[src/rtl/id_ex_control_pipe.sv]
// id_ex_control_pipe: decodes the ID opcode into the registered ID/EX control bundle and sequences multi-cycle MUL
module id_ex_control_pipe #(
  parameter int OP_W       = 6,
  parameter int CMD_W      = 4,
  parameter int MC_LATENCY = 4
) (
  input  logic             clk,
  input  logic             rst,
  input  logic [OP_W-1:0]  op_code,
  input  logic             in_valid,
  input  logic             hazard_detected,
  input  logic             flush,
  output logic             ex_valid,
  output logic [CMD_W-1:0] ex_exe_cmd,
  output logic [1:0]       ex_br_cmd,
  output logic             ex_branch_en,
  output logic             ex_is_imm,
  output logic             ex_st_or_bne,
  output logic             ex_wb_en,
  output logic             ex_mem_r_en,
  output logic             ex_mem_w_en,
  output logic             stall_out,
  output logic             illegal_op
);
  localparam int CW = $clog2(MC_LATENCY) + 1;
  typedef enum logic {IDLE, MULTI} state_t;
  typedef struct packed {
    logic             valid;
    logic [CMD_W-1:0] cmd;
    logic [1:0]       br;
    logic             ben;
    logic             imm;
    logic             sob;
    logic             wb;
    logic             mr;
    logic             mw;
  } ctrl_t;
  state_t state, state_n;
  logic [CW-1:0] cnt, cnt_n;
  ctrl_t q, q_n, dec;
  logic illegal_n, legal, is_mul;
  always_comb begin
    dec = '0;
    legal = 1'b1;
    is_mul = 1'b0;
    case (int'(op_code))
      1:  begin dec.cmd = CMD_W'(0);  dec.wb = 1'b1; end
      3:  begin dec.cmd = CMD_W'(2);  dec.wb = 1'b1; end
      5:  begin dec.cmd = CMD_W'(4);  dec.wb = 1'b1; end
      6:  begin dec.cmd = CMD_W'(5);  dec.wb = 1'b1; end
      7:  begin dec.cmd = CMD_W'(6);  dec.wb = 1'b1; end
      8:  begin dec.cmd = CMD_W'(7);  dec.wb = 1'b1; end
      9:  begin dec.cmd = CMD_W'(8);  dec.wb = 1'b1; end
      10: begin dec.cmd = CMD_W'(8);  dec.wb = 1'b1; end
      11: begin dec.cmd = CMD_W'(9);  dec.wb = 1'b1; end
      12: begin dec.cmd = CMD_W'(10); dec.wb = 1'b1; end
      13: begin dec.cmd = CMD_W'(11); dec.wb = 1'b1; is_mul = 1'b1; end
      32: begin dec.cmd = CMD_W'(0);  dec.wb = 1'b1; dec.imm = 1'b1; end
      33: begin dec.cmd = CMD_W'(2);  dec.wb = 1'b1; dec.imm = 1'b1; end
      36: begin dec.wb = 1'b1; dec.imm = 1'b1; dec.sob = 1'b1; dec.mr = 1'b1; end
      37: begin dec.imm = 1'b1; dec.sob = 1'b1; dec.mw = 1'b1; end
      40: begin dec.cmd = CMD_W'(15); dec.imm = 1'b1; dec.br = 2'd3; dec.ben = 1'b1; end
      41: begin dec.cmd = CMD_W'(15); dec.imm = 1'b1; dec.br = 2'd1; dec.ben = 1'b1; dec.sob = 1'b1; end
      42: begin dec.cmd = CMD_W'(15); dec.imm = 1'b1; dec.br = 2'd2; dec.ben = 1'b1; end
      default: legal = 1'b0;
    endcase
    dec.valid = legal;
  end
  always_comb begin
    q_n = '0;
    state_n = IDLE;
    cnt_n = '0;
    illegal_n = 1'b0;
    if (!flush && state == MULTI) begin
      q_n = q;
      cnt_n = cnt - CW'(1);
      state_n = cnt == CW'(1) ? IDLE : MULTI;
    end else if (!flush && !hazard_detected && in_valid) begin
      q_n = dec;
      illegal_n = !legal;
      if (is_mul && MC_LATENCY > 1) begin
        state_n = MULTI;
        cnt_n = CW'(MC_LATENCY - 1);
      end
    end
  end
  always_ff @(posedge clk) begin
    if (rst) begin
      state <= IDLE;
      cnt <= '0;
      q <= '0;
      illegal_op <= 1'b0;
    end else begin
      state <= state_n;
      cnt <= cnt_n;
      q <= q_n;
      illegal_op <= illegal_n;
    end
  end
  assign stall_out = state == MULTI;
  assign ex_valid = q.valid;
  assign ex_exe_cmd = q.cmd;
  assign ex_br_cmd = q.br;
  assign ex_branch_en = q.ben;
  assign ex_is_imm = q.imm;
  assign ex_st_or_bne = q.sob;
  assign ex_wb_en = q.wb;
  assign ex_mem_r_en = q.mr;
  assign ex_mem_w_en = q.mw;
endmodule

[config.mk]
export PLATFORM = sky130hd
export DESIGN_NAME = id_ex_control_pipe
export DESIGN_NICKNAME = d
export VERILOG_FILES = /design/src/rtl/id_ex_control_pipe.sv
export SDC_FILE = /design/constraint.sdc
export NUM_CORES = 1
export LEC_CHECK = 0
export ABC_AREA = 0
export BUFFER_PORTS_ARGS = -buffer_cell sky130_fd_sc_hd__buf_2
export CAP_MARGIN = 20
export CORE_MARGIN = 5
export CORE_UTILIZATION = 39
export DETAILED_ROUTE_END_ITERATION = 8
export SETUP_SLACK_MARGIN = 0.02
export SYNTH_ARGS = -nofsm -noshare
export SYNTH_HDL_FRONTEND = slang
export SYNTH_SLANG_ARGS = --single-unit
[constraint.sdc]
create_clock -name clk -period 1.11 [get_ports clk]
set_input_delay 0.1665 -clock clk [delete_from_list [all_inputs] [get_ports clk]]
set_output_delay 0.1665 -clock clk [all_outputs]
set_load 0.1 [all_outputs]
==> flow_metrics.env <==
export IMPL_fin_util_pct=67.0
export IMPL_hold_buffers=0
export IMPL_syn_num_nets=129
export IMPL_hold_path_depth=4
export IMPL_wl_um=2570
export IMPL_start_kind="flop"
export IMPL_seq_area_sq_um=380
export IMPL_ys_seq_elements=18
export IMPL_vias_per_cell=5.43
export IMPL_clockRootBuffer="clkbuf_4"
export IMPL_rows=18
export IMPL_die_x_um=60.8
export IMPL_slew_headroom_pct=73.2
export IMPL_crit_fanout=3
export IMPL_synthTopCellsByArea="dfxtp_1 36%, a2111oi_2 4.5%, nand2_1 4.1%, a32o_1 4.0%, nor2b_1 3.7%"
export IMPL_r2r_setup_slack_ns=-0.08
export IMPL_finalHoldViolCount=0
export IMPL_ys_warn_count=0
export IMPL_yosys_area_top_type="dfxtp_1"
export IMPL_period_minus_slack_ns=1.19
export IMPL_numCtsBuffers=3
export IMPL_fp_dieH_um=60.8
export IMPL_dp_hpwl_um=2000
export IMPL_die_area_sq_um=3690
export IMPL_peakVddDrop_v=0.000661
export IMPL_rsz0062_at_grt="true"
export IMPL_grt_use_met2_pct=26.0
export IMPL_multi_input_area_sq_um=632
export IMPL_fillers=210
export IMPL_drt_iter0_drc=12
export IMPL_pre_cts_slack_ns=-0.169
export IMPL_synth_ff_type="dfxtp_1"
export IMPL_ys_seq_area_share_pct=35.9
export IMPL_synth_edf_count=0
export IMPL_final_cell_mix="24 x buf_4, 16 x buf_12, 13 x dfxtp_2"
export IMPL_clk_latency_ns=0.30
export IMPL_n_antenna_cell=0
export IMPL_start_util_pct=40.6
export IMPL_use_met1_pct=19.5
export IMPL_grt_max_degree=12
export IMPL_avgSynthCellArea_sq_um=8.66
export IMPL_critPathArrivalTime_ns=1.43
export IMPL_grt_busiest_layer="met2"
export IMPL_setup_tns_ns=-0.534
export IMPL_dr_total_vias=1042
export IMPL_tritoncts="yes"
export IMPL_worst_slack_ns=-0.0771
export IMPL_core_sq_um=2480
export IMPL_antenna_found_initial=0
export IMPL_r2r_start="stall_out"
export IMPL_h_tree_depth=1
export IMPL_crit_required_ns=1.36
export IMPL_startpoint="stall_out"
export IMPL_critPathKind="flop to flop"
export IMPL_r2r_cells=4
export IMPL_p_total_mw=1.35
export IMPL_clkTransAtPathRegs_ns=0.11
export IMPL_violations="negative setup slack"
export IMPL_io_pins=26
export IMPL_gp_congestion=0.796
export IMPL_grt_pass1_vias=934
export IMPL_holdWs_ns=0.213
export IMPL_power_leakage_nw=0.675
export IMPL_setup_viol=11
export IMPL_status="finished, violations left"
export IMPL_yosysUniqueCellTypes=39
export IMPL_drive_above_1_share_pct=52.5
export IMPL_worstMarginPinSlew_ns=0.400
export IMPL_r2r_end="ex_exe_cmd[0]"
export IMPL_antenna_left=0
export IMPL_grt_pass1_wl_um=4310
export IMPL_critPathCaptureType="flop"
export IMPL_clockBufferDepth=2
export IMPL_track_usage_pct=15.3
export IMPL_fin_crit_sh_pct=107
export IMPL_maxCapViolCount=0
export IMPL_yosysTopAreaCellShare_pct=35.9
export IMPL_dr_pass1_iters=4
export IMPL_drc_errors=0
export IMPL_synthToLayoutAreaGrowth_pct=65.1
export IMPL_overflow=0
export IMPL_wl_per_cell_um=13.4
export IMPL_hold_end="ex_is_imm"
export IMPL_fmax_mhz=842
export IMPL_use_met3_pct=2.98
export IMPL_async_flop_share_pct=0
export IMPL_skew_ns=0.00972
export IMPL_holdCritStartpoint="rst"
export IMPL_p_per_area_nw_per_um2=814
export IMPL_hold_class="primary input to flop"
export IMPL_finalNetCount=176
export IMPL_synth_area_sq_um=1000
export IMPL_clock_sinks=18
export IMPL_slew_violations=0
export IMPL_synthCells=116
export IMPL_portBuffers=25
export IMPL_final_common_cell="buf_4"
==> power by group <==
| part | leakage [nW] | switching, mW | internal, mW | total (mW) |
|---|---|---|---|---|
| Sequential | 0.153 | 0.00335 | 0.646 | 0.650 |
| Clock | 0.0210 | 0.214 | 0.200 | 0.414 |
| Combinational | 0.501 | 0.147 | 0.140 | 0.287 |
==> cell type report <==
class                   count  share of cell area, %
flip-flops and latches     18                   22.9
well taps                  30                   2.26
inverters                   3                  0.679
clock buffers               4                   2.19
multi-input cells          86                   38.1
repair buffers             51                   33.9
==> per-stage QoR <==
| step | instance area, sq um | instances |
|---|---|---|
| 2_1_floorplan | 1050 | 116 |
| 3_3_place_gp | 1590 | 187 |
| 3_5_place_dp | 1590 | 187 |
| 4_1_cts | 1620 | 191 |
| 5_1_grt | 1660 | 192 |
| 6_report | 1660 | 192 |
==> critical path: stages (launching register included) <==
cell and delay (ns):
dfxtp_4 0.36, nor4b_4 0.28, nand2_2 0.16, a21oi_4 0.16
a32o_1 0.18
==> metal layers <==
metal	vias up	share of wire (%)
met3	2	4.6
met4	0	0.51
li1	514	-
met1	506	44
met5	-	0
met2	20	51
==> registers in the layout, indices dropped and copies added (netlist names) <==
register	count
illegal_op	1
ex_wb_en	1
ex_exe_cmd	4
cnt	3
ex_is_imm	1
ex_mem_r_en	1
ex_branch_en	1
ex_br_cmd	2
ex_valid	1
ex_st_or_bne	1
ex_mem_w_en	1
stall_out	1
==> worst max-delay path by stage <==
stage                    endpoint  slack, ns  depth (start not counted)
floorplan           ex_exe_cmd[0]      -0.09                          4
global placement        ex_is_imm      -0.18                          6
detailed placement       ex_valid      -0.17                          5
CTS                        cnt[1]      -0.07                          4
global route               cnt[1]      -0.18                          4
finish              ex_exe_cmd[0]      -0.08                          4
==> cell families after synthesis <==
| logic type | share of synthesized area (%) |
|---|---|
| AOI/OAI and AO/OA | 26.9 |
| xor gates and xnor gates | 0.872 |
| muxes | 0.996 |
| adders and majority gates | 3.49 |
| DFF | 35.9 |
| and+or+nand+nor | 25.8 |
| buffers and inverters | 6.10 |
==> Yosys cell counts, drive strengths merged, types with 2 or more instances <==
cell and number:
buf 8, nand3 2, inv 3, and2 5, nand4bb 2, nor4b 2, dfxtp 18, a22o 3
a2111oi 4, nand2b 3, ha 2, o21ai 11, nor2b 6, a21o 4, nand2 11, a32o 4
nor2 8, a21oi 5
==> timing repair <==
action,CTS,global route
gates cloned,0,0
setup buffers,0,1
resized for setup,2,8
pin swaps,4,3
setup endpoints to repair,15,18
Power figures use the tool's default switching activity.
